==> config.mk <==
export PLATFORM = sky130hd
export DESIGN_NAME = sram_fill_writer
export DESIGN_NICKNAME = d
export VERILOG_FILES = /design/src/rtl/sram_pkg.sv /design/src/rtl/fill_arbiter.sv /design/src/rtl/sram_fill_writer.sv
export SDC_FILE = /design/constraint.sdc
export NUM_CORES = 1
export LEC_CHECK = 0
export CAP_MARGIN = 30
export CORE_MARGIN = 2
export CORE_UTILIZATION = 47
export CTS_CLUSTER_DIAMETER = 50
export DETAILED_ROUTE_END_ITERATION = 8
export PLACE_DENSITY = 0.91
export SLEW_MARGIN = 25
export SYNTH_ARGS = -nofsm -noshare
export SYNTH_HDL_FRONTEND = slang
export SYNTH_SLANG_ARGS = --single-unit
export TNS_END_PERCENT = 30
==> constraint.sdc <==
create_clock -name i_fire -period 4.35 [get_ports i_fire]
set_input_delay 1.305 -clock i_fire [delete_from_list [all_inputs] [get_ports i_fire]]
set_output_delay 1.305 -clock i_fire [all_outputs]
set_load 0.03 [all_outputs]
==> src/rtl/sram_pkg.sv <==
// Shared constants and types for the banked 4-read/1-write SRAM and its
// fill-side writer. Bank of an entry is addr % SRAM_BANKS.
package sram_pkg;
    localparam int SRAM_ADDR_W = 8;
    localparam int SRAM_DATA_W = 72;
    localparam int SRAM_DEPTH  = 256;
    localparam int SRAM_BANKS  = 8;

    typedef enum logic [1:0] {
        IDLE = 2'd0,
        FILL = 2'd1,
        DONE = 2'd2
    } fill_state_t;
endpackage

==> src/rtl/fill_arbiter.sv <==
// Combinational handshake / SRAM port arbitration for the fill writer.
//   fill_active : writer is in FILL
//   rem_nz      : words still owed in the current job
//   rd_req      : read side wants the SRAM this cycle
//   write_en    : a write is on the SRAM this cycle
//   ready       : writer may accept an input word
//   rd_grant    : read may use the SRAM this cycle
// Reads win over new writes; a read is only ever held off by the one write
// already in flight, and since ready is low while rd_req is high no second
// write can follow it.
module fill_arbiter (
    input  logic fill_active,
    input  logic rem_nz,
    input  logic rd_req,
    input  logic write_en,
    output logic ready,
    output logic rd_grant
);
    assign ready    = fill_active && rem_nz && !rd_req;
    assign rd_grant = rd_req && !write_en;
endmodule

==> src/rtl/sram_fill_writer.sv <==
// Write-side controller for the banked SRAM. Streams valid/ready words into
// consecutive addresses starting at a programmed base (wrapping at DEPTH),
// one-cycle write latency, and arbitrates the shared SRAM port with reads.
// Ports:
//   i_fire, rst            clock (rising), async active-low reset
//   i_start, i_baseAddr,
//   i_count                job start (IDLE only), base address, word count
//   i_valid, i_data,
//   o_ready                input word stream
//   i_rd_req, o_rd_grant   read-side request / grant
//   o_write_en, o_writeAddr,
//   o_writeData            SRAM write port
//   o_busy, o_done,
//   o_filled               job status
module sram_fill_writer
    import sram_pkg::*;
#(
    parameter int ADDR_W = SRAM_ADDR_W,
    parameter int DATA_W = SRAM_DATA_W,
    parameter int DEPTH  = SRAM_DEPTH
) (
    input  logic              i_fire,
    input  logic              rst,
    input  logic              i_start,
    input  logic [ADDR_W-1:0] i_baseAddr,
    input  logic [ADDR_W:0]   i_count,
    input  logic              i_valid,
    input  logic [DATA_W-1:0] i_data,
    output logic              o_ready,
    input  logic              i_rd_req,
    output logic              o_rd_grant,
    output logic              o_write_en,
    output logic [ADDR_W-1:0] o_writeAddr,
    output logic [DATA_W-1:0] o_writeData,
    output logic              o_busy,
    output logic              o_done,
    output logic [ADDR_W:0]   o_filled
);
    localparam logic [ADDR_W:0] DEPTH_C = (ADDR_W+1)'(DEPTH);

    fill_state_t       state_q, state_d;
    logic [ADDR_W-1:0] ptr;
    logic [ADDR_W:0]   rem;
    logic [ADDR_W:0]   count_clamped;
    logic              xfer;
    logic              job_start;

    assign count_clamped = (i_count > DEPTH_C) ? DEPTH_C : i_count;
    assign job_start     = (state_q == IDLE) && i_start;
    assign xfer          = i_valid && o_ready;
    assign o_busy        = (state_q == FILL);
    assign o_done        = (state_q == DONE);

    fill_arbiter u_arb (
        .fill_active (state_q == FILL),
        .rem_nz      (rem != '0),
        .rd_req      (i_rd_req),
        .write_en    (o_write_en),
        .ready       (o_ready),
        .rd_grant    (o_rd_grant)
    );

    always_ff @(posedge i_fire or negedge rst) begin
        if (!rst) state_q <= IDLE;
        else      state_q <= state_d;
    end

    always_comb begin
        state_d = state_q;
        case (state_q)
            IDLE: if (i_start) state_d = (count_clamped == '0) ? DONE : FILL;
            // last word accepted: its write lands in the DONE cycle
            FILL: if (xfer && rem == (ADDR_W+1)'(1)) state_d = DONE;
            DONE: state_d = IDLE;
            default: state_d = IDLE;
        endcase
    end

    always_ff @(posedge i_fire or negedge rst) begin
        if (!rst) begin
            ptr         <= '0;
            rem         <= '0;
            o_filled    <= '0;
            o_write_en  <= 1'b0;
            o_writeAddr <= '0;
            o_writeData <= '0;
        end else begin
            o_write_en <= xfer;
            if (job_start) begin
                ptr      <= i_baseAddr;
                rem      <= count_clamped;
                o_filled <= '0;
            end else if (xfer) begin
                o_writeAddr <= ptr;
                o_writeData <= i_data;
                ptr         <= ptr + 1'b1;
                rem         <= rem - 1'b1;
                o_filled    <= o_filled + 1'b1;
            end
        end
    end
endmodule

==> Flow_metrics.wiki <==
{| class="wikitable"
! Metric !! Value
|-
| Internal Pwr Total || 2.68 mW
|-
| Number of port buffers || ~190
|-
| GRT met1 Usage || 0.292
|-
| Total CTS buffers || 9
|-
| Wire length of the first global-routing pass || around 21,000 um
|-
| Starting density of the core || 0.481
|-
| Sequential-to-total area share from yosys stat || 0.583
|-
| Routed wirelength normalized by instance count || roughly 15 um
|-
| Post-Route WL || roughly 13,000 um
|-
| First DRT Iteration DRCs || 190
|-
| Nature of the critical path startpoint || input port
|-
| Xor-xnor portion of the synthesized cell area || 0
|-
| Antenna diode count || 0
|-
| Number of pins with negative max-slew slack in the final report || 0
|-
| Average footprint of a synthesized cell || about 9.0 um^2
|-
| I/O Pins || approximately 190
|-
| Clk sink count || between 100 and 150
|-
| Unrepaired setup endpoints after global routing || false
|-
| Cell with the largest stage delay on the worst path || sky130_fd_sc_hd__clkdlybuf4s50_1
|-
| Worst setup path category || in -> out
|-
| Largest area contributor in the synthesized netlist || sky130_fd_sc_hd__dfrtp_1
|-
| Layout filler cell count || roughly 740
|-
| Largest family of logic cells by synthesized area || simple AND/OR/NAND/NOR gates
|-
| Routability-driven placement congestion ratio || about 0.83
|-
| Asr flop ratio synth || 1.00
|-
| Cell-by-cell listing of the critical path || clkdlybuf4s50_1 > a211oi_1 > clkdlybuf4s50_1
|-
| Worst flop-to-flop path startpoint || rem[1]
|-
| Fin Clk Skew || ~0.013 ns
|-
| Mux cell area share after synthesis || 0.00856
|-
| First drt pass iteration count || 5
|-
| Clock-pin slew on the worst setup and hold paths || roughly 0.11 ns
|-
| Global routing's busiest layer || met2
|-
| Post-synth top area share || 0.583
|-
| Result of the run || finished clean
|-
| DPL Wire Length || 9330 um
|-
| Maximum fanout count along the critical path || 3
|-
| Master cell of the clock root buffer || sky130_fd_sc_hd__clkbuf_8
|-
| Power per Cell Area || 706 nW/um^2
|-
| Number of enable flip-flop cells after synthesis || 0
|-
| Number of antenna violations at the first check in global routing || 0
|-
| DIE HEIGHT || 104 um
|-
| Full die area || roughly 11,000 um^2
|-
| Dominant register cell in the synthesized netlist || sky130_fd_sc_hd__dfrtp_1
|-
| Global routing met2 resource utilization || 0.415
|-
| Number of vias in the routed layout || 4,327
|-
| Post-CTS Setup Bufs || 0
|-
| Multi-input logic area || between 1500 and 2000 um^2
|-
| Netlist Area Pre-Place || about 4700 um^2
|-
| Area share of fa/ha/maj cells after synthesis || 0.0134
|-
| Combinational share of power || 0.511
|-
| Overall die width || about 100 um
|-
| Count of warnings emitted by yosys || 0
|-
| Switch share || 0.445
|-
| Req. time, crit path || slightly above 3 ns
|-
| Post-synthesis instance total || approximately 520
|-
| DRC || 0
|-
| Cell area after placement || 6640 um^2
|-
| Switching power of the nets || approximately 2.1 mW
|-
| Static leakage || about 3.3 nW
|-
| Maximum cell stage delay along the critical path || between 0.7 and 0.8 ns
|-
| Share of cells above drive strength 1 || 0.0484
|-
| Finished Cell Area || 6830 um^2
|-
| VDD IR max || roughly 0.44 mV
|-
| Total global routing overflow || 0
|-
| CTS max path bufs || 2
|-
| Synth Net Count || a little over 600
|-
| Max transition margin || 0.492
|-
| Path class of the lowest-slack min-delay path || reg -> reg
|-
| Number of buffers added to fix hold violations after cts || 0
|-
| Remaining antenna violation count || 0
|-
| Met3 track demand over resource in global routing || 0.0755
|-
| Setup TNS || 0 ns
|-
| Post-layout min period || roughly 4 ns
|-
| Total number of nets in the final design || between 700 and 800
|-
| Placeable core area || a little under 10,000 um^2
|-
| Part of the power in registers || 0.369
|-
| Worst Setup SP || i_rd_req
|-
| Crit path DAT || 2.68 ns
|-
| Sequential cell area || ~2700 um^2
|-
| Max-cap violations || 0
|-
| Routed vias/inst || 5.18
|-
| Largest net degree at the start of global routing || 62
|-
| Layout overhead on the synthesized area || 46.2%
|-
| Number of rows created at floorplan || 36
|-
| Final clock period utilization by the worst path || 0.916
|-
| Achievable frequency || around 250 MHz
|-
| Top cells by area, synth || sky130_fd_sc_hd__dfrtp_1 58%, sky130_fd_sc_hd__nand2_1 21%, sky130_fd_sc_hd__nand3_1 1.7%
|-
| Hold path startpoint || o_writeData[10]
|-
| Vias in the first global route || between 4,000 and 5,000
|-
| Cell type with the highest occurrence count on the critical path || sky130_fd_sc_hd__clkdlybuf4s50_1
|-
| Final setup violation count || 0
|-
| H-tree levels || 3
|-
| Kind of end point of the critical path || output pin
|-
| Synth Area in Compound Gates || 0.0706
|-
| Count of distinct cell types in the synthesized netlist || 46
|-
| Clock latency reported for the late side of the worst-skew pair || 0.36 ns
|-
| Transition at the pin with the smallest max-transition slack || roughly 0.76 ns
|-
| Clock tree from TritonCTS || done
|-
| Clk pwr share || 0.121
|-
| Simple-Gate Fraction of Synth Area || 0.294
|-
| Count of state elements after synthesis || 109
|-
| Number of hold violations in the final report || 0
|-
| Total track usage || 0.245
|-
| Count of cells resized by post-cts repair || 0
|}
power by group through the flow:
stage,clock network (mW),registers (mW),logic [mW]
final,0.581,1.78,2.46
after global routing,0.639,1.84,2.63
after global placement,0,1.76,2.40
after CTS,0.596,1.78,2.47
after detailed placement,0,1.79,2.46
after floorplan,0,2.47,0.678
sequential cells by signal, indices dropped and copies added, names as in the netlist:
signal / flops
o_filled: 9
rem: 9
state_q: 2
ptr: 8
o_write_en: 1
o_writeData: 72
o_writeAddr: 8
synth_stat cells (2+ instances only):
cell type                    n
sky130_fd_sc_hd__a211o_1     4
sky130_fd_sc_hd__a21oi_1     7
sky130_fd_sc_hd__a221o_1     6
sky130_fd_sc_hd__a31oi_1     2
sky130_fd_sc_hd__a32oi_1     3
sky130_fd_sc_hd__and3_1      4
sky130_fd_sc_hd__buf_2      13
sky130_fd_sc_hd__buf_4       2
sky130_fd_sc_hd__clkbuf_1   10
sky130_fd_sc_hd__dfrtp_1   109
sky130_fd_sc_hd__ha_1        5
sky130_fd_sc_hd__inv_1       5
sky130_fd_sc_hd__mux2i_1     4
sky130_fd_sc_hd__nand2_1   257
sky130_fd_sc_hd__nand2b_1    3
sky130_fd_sc_hd__nand3_1    16
sky130_fd_sc_hd__nand4_1     3
sky130_fd_sc_hd__nor2_1      7
sky130_fd_sc_hd__nor2b_1     2
sky130_fd_sc_hd__nor3_1      5
sky130_fd_sc_hd__nor3b_1     4
sky130_fd_sc_hd__nor4_1      5
sky130_fd_sc_hd__o21ai_0     8
sky130_fd_sc_hd__o311ai_0    2
sky130_fd_sc_hd__o41ai_1     2
sky130_fd_sc_hd__or2_2       4
sky130_fd_sc_hd__or3_1       6
cells in the final DEF (no fill, tap or decap), types with 3 or more instances in the layout:
cell and count:
sky130_fd_sc_hd__or2_2 4, sky130_fd_sc_hd__nor2_1 7, sky130_fd_sc_hd__nor3_1 5, sky130_fd_sc_hd__or3_1 6, sky130_fd_sc_hd__inv_1 5, sky130_fd_sc_hd__a21oi_1 7
sky130_fd_sc_hd__nor3b_1 3, sky130_fd_sc_hd__ha_1 5, sky130_fd_sc_hd__a221o_1 6, sky130_fd_sc_hd__nand4_1 3, sky130_fd_sc_hd__clkdlybuf4s50_1 186, sky130_fd_sc_hd__buf_4 8
sky130_fd_sc_hd__o21ai_0 8, sky130_fd_sc_hd__clkbuf_8 10, sky130_fd_sc_hd__mux2i_1 4, sky130_fd_sc_hd__inv_6 3, sky130_fd_sc_hd__dfrtp_1 109, sky130_fd_sc_hd__a211o_1 4
sky130_fd_sc_hd__nor4_1 5, sky130_fd_sc_hd__nand3_1 16, sky130_fd_sc_hd__a32oi_1 3, sky130_fd_sc_hd__nand2b_1 3, sky130_fd_sc_hd__nand2_1 257, sky130_fd_sc_hd__and3_1 4
cell type report:
cell class,instances,area share
inverters,6,0.00330
well taps,133,0.0244
clock buffers,10,0.0201
repair buffers,194,0.281
multi-input cells,377,0.265
clock inverters,6,0.00659
flip-flops and latches,109,0.399
metrics by stage:
step	total power, mW	util	std cells	worst slack, ns	hold slack, ns
global route	5.11	0.702	835	0.311	0.511
global placement	4.16	0.683	818	0.426	0.457
CTS	4.85	0.702	834	0.367	0.487
floorplan	3.14	-	517	1.01	0.477
finish	4.82	0.702	835	0.367	0.484
detailed placement	4.26	0.683	818	0.371	0.461
cells by family (layout without fill, tap and decap cells):
group	Yosys count	in the layout
and+or+nand+nor	325	325
DFF	109	109
AOI/OAI and AO/OA	43	43
buffers and inverters	31	216
adders and majority gates	5	5
muxes	4	4
per-layer routing:
layer	wire length, um	part of all wire
met1	4870	0.38
met2	6640	0.52
met3	950	0.074
met4	319	0.025
met5	0	0
worst max-delay path, delay by kind of cell:
kind	cells	cell delay, ns
AO/OA/AOI/OAI	1	0.21
buffers and inverters	2	1.16
worst paths after layout:
kind                                   endpoint  slack, ns  cells after the start
max in group asynchronous       o_writeData[45]       2.50                      2
worst max register to register           rem[0]       1.36                      7
worst max-delay path                    o_ready       0.37                      3
min in group asynchronous                rem[7]       0.99                      1
worst min-delay path            o_writeData[10]       0.48                      2
worst min register to register  o_writeData[10]       0.48                      2
(Power assumes the default switching activity.)
